==> src/rtl/controller_sequencer_pkg.sv <==
// Shared constants for the SAP-1 controller-sequencer: opcodes, ring states
// and the control-word layout used by the decoder.
package controller_sequencer_pkg;

    localparam logic [3:0] OP_LDA = 4'h0;
    localparam logic [3:0] OP_ADD = 4'h1;
    localparam logic [3:0] OP_SUB = 4'h2;
    localparam logic [3:0] OP_OUT = 4'hE;
    localparam logic [3:0] OP_HLT = 4'hF;

    // One-hot ring states, bit 0 = T1.
    typedef enum logic [5:0] {
        T1 = 6'b000001,
        T2 = 6'b000010,
        T3 = 6'b000100,
        T4 = 6'b001000,
        T5 = 6'b010000,
        T6 = 6'b100000
    } ring_t;

    // Control word, MSB first in the same order as the datapath strobes.
    typedef struct packed {
        logic c_p;
        logic e_p;
        logic l_m;
        logic c_e;
        logic l_i;
        logic e_i;
        logic l_a;
        logic e_a;
        logic s_u;
        logic e_u;
        logic l_b;
        logic l_o;
    } ctrl_t;

    function automatic logic is_nop(input logic [3:0] op);
        return !(op == OP_LDA || op == OP_ADD || op == OP_SUB ||
                 op == OP_OUT || op == OP_HLT);
    endfunction

endpackage

==> src/rtl/controller_sequencer_ring_counter.sv <==
// Six-state one-hot ring counter with synchronous clear to T1, a hold input
// used while halted and a load-T1 input used to cut instructions short.
module ring_counter
    import controller_sequencer_pkg::*;
(
    input  logic       clk,
    input  logic       clr,
    input  logic       hold,
    input  logic       load_t1,
    output logic [5:0] t
);

    ring_t state;
    ring_t state_next;

    always_ff @(posedge clk) begin
        if (clr) begin
            state <= T1;
        end else begin
            state <= state_next;
        end
    end

    always_comb begin
        state_next = T1;
        if (hold) begin
            state_next = state;
        end else if (load_t1) begin
            state_next = T1;
        end else begin
            unique case (state)
                T1:      state_next = T2;
                T2:      state_next = T3;
                T3:      state_next = T4;
                T4:      state_next = T5;
                T5:      state_next = T6;
                T6:      state_next = T1;
                default: state_next = T1;
            endcase
        end
    end

    assign t = state;

endmodule

==> src/rtl/controller_sequencer.sv <==
// SAP-1 controller-sequencer: ring counter plus flat instruction decoder that
// produces the datapath control word and the latched HLT for the clock gate.
module controller_sequencer
    import controller_sequencer_pkg::*;
#(
    parameter bit EARLY_FETCH = 1'b0
) (
    input  logic       CLK,
    input  logic       CLR,
    input  logic [3:0] opcode,
    output logic       C_P,
    output logic       E_P,
    output logic       L_M,
    output logic       C_E,
    output logic       L_I,
    output logic       E_I,
    output logic       L_A,
    output logic       E_A,
    output logic       S_U,
    output logic       E_U,
    output logic       L_B,
    output logic       L_O,
    output logic       HLT,
    output logic [5:0] T
);

    logic [5:0] t;
    logic       hlt_latch;
    logic       halt_now;
    logic       load_t1;
    ring_t      t_eff;
    ctrl_t      cw;

    assign halt_now = (t == T4) && (opcode == OP_HLT);

    assign load_t1 = EARLY_FETCH &&
                     (((t == T4) && (opcode == OP_OUT || is_nop(opcode))) ||
                      ((t == T5) && (opcode == OP_LDA)));

    ring_counter u_ring (
        .clk     (CLK),
        .clr     (CLR),
        .hold    (halt_now || hlt_latch),
        .load_t1 (load_t1),
        .t       (t)
    );

    always_ff @(posedge CLK) begin
        if (CLR) begin
            hlt_latch <= 1'b0;
        end else if (halt_now) begin
            hlt_latch <= 1'b1;
        end
    end

    // While CLR is high the outputs already show the T1 decode, so no
    // mid-instruction strobe escapes during the reset cycle.
    always_comb begin
        t_eff = CLR ? T1 : ring_t'(t);
        cw    = '0;
        unique case (t_eff)
            T1: begin
                cw.e_p = 1'b1;
                cw.l_m = 1'b1;
            end
            T2: cw.c_p = 1'b1;
            T3: begin
                cw.c_e = 1'b1;
                cw.l_i = 1'b1;
            end
            T4: begin
                if (opcode == OP_LDA || opcode == OP_ADD || opcode == OP_SUB) begin
                    cw.e_i = 1'b1;
                    cw.l_m = 1'b1;
                end else if (opcode == OP_OUT) begin
                    cw.e_a = 1'b1;
                    cw.l_o = 1'b1;
                end
            end
            T5: begin
                if (opcode == OP_LDA) begin
                    cw.c_e = 1'b1;
                    cw.l_a = 1'b1;
                end else if (opcode == OP_ADD || opcode == OP_SUB) begin
                    cw.c_e = 1'b1;
                    cw.l_b = 1'b1;
                    cw.s_u = (opcode == OP_SUB);
                end
            end
            T6: begin
                if (opcode == OP_ADD || opcode == OP_SUB) begin
                    cw.e_u = 1'b1;
                    cw.l_a = 1'b1;
                    cw.s_u = (opcode == OP_SUB);
                end
            end
            default: cw = '0;
        endcase
        if (hlt_latch && !CLR) begin
            cw = '0;
        end
    end

    assign {C_P, E_P, L_M, C_E, L_I, E_I, L_A, E_A, S_U, E_U, L_B, L_O} = cw;
    assign HLT = !CLR && (halt_now || hlt_latch);
    assign T   = t;

endmodule

==> config.mk <==
export PLATFORM = sky130hd
export DESIGN_NAME = controller_sequencer
export DESIGN_NICKNAME = d
export VERILOG_FILES = /design/src/rtl/controller_sequencer_pkg.sv /design/src/rtl/controller_sequencer_ring_counter.sv /design/src/rtl/controller_sequencer.sv
export SDC_FILE = /design/constraint.sdc
export NUM_CORES = 1
export LEC_CHECK = 0
export CAP_MARGIN = 10
export CORE_AREA = 2 2 39 41
export CTS_CLUSTER_SIZE = 8
export DETAILED_ROUTE_END_ITERATION = 16
export DIE_AREA = 0 0 41 43
export DONT_BUFFER_PORTS = 1
export GPL_TIMING_DRIVEN = 1
export PLACE_DENSITY = 0.68
export REMOVE_ABC_BUFFERS = 1
export SETUP_SLACK_MARGIN = 0.15
export SLEW_MARGIN = 5
export SYNTH_ARGS = -nofsm -noshare
export SYNTH_HDL_FRONTEND = slang
export SYNTH_SLANG_ARGS = --single-unit
==> constraint.sdc <==
create_clock -name CLK -period 2.5 [get_ports CLK]
set_clock_uncertainty 0.05 [all_clocks]
set_input_delay 0.5 -clock CLK [delete_from_list [all_inputs] [get_ports CLK]]
set_output_delay 0.5 -clock CLK [all_outputs]
set_load 0.02 [all_outputs]
==> run metrics <==
CTS root buffer clkbuf_4; CTS tree built; Switching Share 41.0%; Crit path required time slightly below 2000 ps; area grow syn2layout 17.2%; Final Net Count 87; Worst-path clk slew 50 ps; CTS Sinks 7; crit path time final 2260 ps; total CTS buffers 3; die area around 1800 um2; Crit-path slowest cell dfxtp_2; Combinational Power Share 36.9%; worst-path fanout max 9; initial antenna violation count 0; Synth Area in Simple Gates 41.3%; GP Congestion 0.842; WP buf/inv 1; fin crit share 90.4%; Congestion Overflow GR 0; largest family of logic cells by synthesized area simple AND/OR/NAND/NOR gates; sequential group share of total power 39.9%; proportion of layout cells with a drive suffix above 1 between 20% and 30%; clock tree buffer depth 2; area fraction in compound gates after synthesis 17.8%; Yosys warnings 0; mux contribution to synthesized area 1.81%; maximum vdd drop ~0.31 mV; vias in the first global route 541; largest net degree at the start of global routing 11; most frequent cells in the layout 12 x nor2_1, 6 x nand2_1, 6 x buf_4; Pleak 0.231 nW; Routed Antenna Nets 0; Worst Hold Class primary input to flop; Routed WL 1480 um; Final Max Tran Viols 0; DRC errors left 0; CP Capture Point S_U; Starting Density 40.1%; critical path class flop to primary output; critical path startpoint category flop; most common cell after layout, fill and taps aside nor2_1; Std-Cell Rows 14; Pint about 0.00026 W; delay-heaviest family, CP simple AND/OR/NAND/NOR gates; Arr. time, crit path 1710 ps; Cell Area, Synth 554 um2; register area share after synthesis 25.3%; CTS H-tree lvls 1; worst r2r src u_ring.t[2]; Core Area 1380 um2; Synth Area per Inst 7.29 um2; Synth Area in Adders 0%; maximum capacitance violations 0; Critical Path Stages 4; dpl hpwl 1140 um; FF-to-FF setup slack 920 ps; CP cell instances nor4_2 > nand2_1 > a2111oi_0 > clkbuf_2; CP peak stage delay 410 ps; Vias 584; die height between 40 and 50 um; drt wl/cell 15.4 um; Rel. slew slack 67.9%; P_sw 0.000181 W; die width 41 um; Max Clock Freq ~0.44 GHz; post-synthesis register bit count 7; drt first pass iters 4; worst hold margin between 200 and 300 ps; outcome complete, no violations; Total Power ~0.00044 W; clock group share of total power 23.3%; Synth cell types 32; Worst Reg2Reg Path Length in Cells 3; number of synthesized flops with an enable pin 0; I/O pin cnt 25; DR vias/cell 6.08; Setup Viol. Count Final 0; RSZ-0062 raised after global routing yes; actual slew at the worst max-slew pin 480 ps; R2R Path End u_ring.t[4]; Antenna diodes 0; total track usage 18.2%; setup TNS 0 ps; Clock Latency Late Sink about 250 ps; Post-Syn Instances 76; first-pass GRT wire length between 2000 and 2500 um; # port buffers 0; top_reg_cell synth dfxtp_1; crit path from u_ring.t[0]; Final Hold Viols 0; CP Capture Type primary output; initial drt markers 15; Synth async-reset ratio 0%; Pwr Density roughly 700 nW/um2; XOR/XNOR Fraction of Synth Area under 10%
synth_stat cells (all sizes together), types with 2 or more instances:
library cell  count  area share [%]
nor2             12             8.1
dfxtp             7              25
nand2             6             4.1
clkbuf            5             3.8
inv               5             3.4
nor4              5             5.6
nand3             4             3.6
nor4b             4             7.4
a31o              2             3.2
a31oi             2             2.3
and2              2             2.3
buf               2             3.4
nand2b            2             2.3
o21ai             2             1.8
xor2              2             3.2
area by class of cell:
cell class / count / area (um2)
repair buffers: 7 / 50.0
fillers: 149 / 734
multi-input cells: 57 / 392
well taps: 16 / 20.0
clock buffers: 4 / 26.3
flip-flops and latches: 7 / 143
inverters: 5 / 18.8
metal layers:
layer  track usage [%]  share of wire, %  vias to the layer above
met3              3.14               8.6                        4
met2              26.9                48                       35
li1                  -                 -                      284
met5                 0                 0                        -
met1              23.7                43                      261
met4              10.0              0.88                        0
sequential cells by signal, indices dropped and copies added, names as in the netlist:
register	flops
u_ring.t	6
hlt_latch	1
power groups by stage:
| stage | Combinational (W) | Clock, W | Sequential (W) |
|---|---|---|---|
| finish | 0.000163 | 0.000103 | 0.000176 |
| global route | 0.000180 | 0.000113 | 0.000181 |
| CTS | 0.000160 | 0.000105 | 0.000172 |
| detailed placement | 0.000159 | 0 | 0.000172 |
| global placement | 0.000150 | 0 | 0.000170 |
| floorplan | 0.000115 | 0 | 0.000175 |
worst min path at each step:
| stage | start | to | depth (start not counted) |
|---|---|---|---|
| after floorplan | hlt_latch | u_ring.t[2] | 2 |
| after global placement | u_ring.t[1] | u_ring.t[2] | 2 |
| after detailed placement | u_ring.t[1] | u_ring.t[2] | 2 |
| after CTS | CLR | u_ring.t[1] | 1 |
| after global routing | CLR | u_ring.t[1] | 1 |
| final | CLR | hlt_latch | 1 |
cell families (layout without fill, tap and decap cells):
family          count (synthesis)  after routing
flops                           7              7
compound gates                 13             13
xor+xnor                        2              2
mux                             1              1
simple gates                   41             41
buf+inv                        12             16
stage by stage:
step,cell area (um2),util [%],setup WS [ps],cells
4_1_cts,624,45.1,208,96
6_report,649,46.9,239,96
2_1_floorplan,514,-,-263,69
5_1_grt,649,46.9,125,96
3_3_place_gp,591,42.7,375,92
3_5_place_dp,591,42.7,338,92
repair_timing:
action / CTS / global route
endpoints found under the hold margin: 0 / 0
hold buffers: 0 / 0
endpoints found under the setup margin: 2 / 7
setup buffers: 0 / 0
gates resized for setup: 2 / 4
Note: power is estimated with default switching activity, not from simulation.
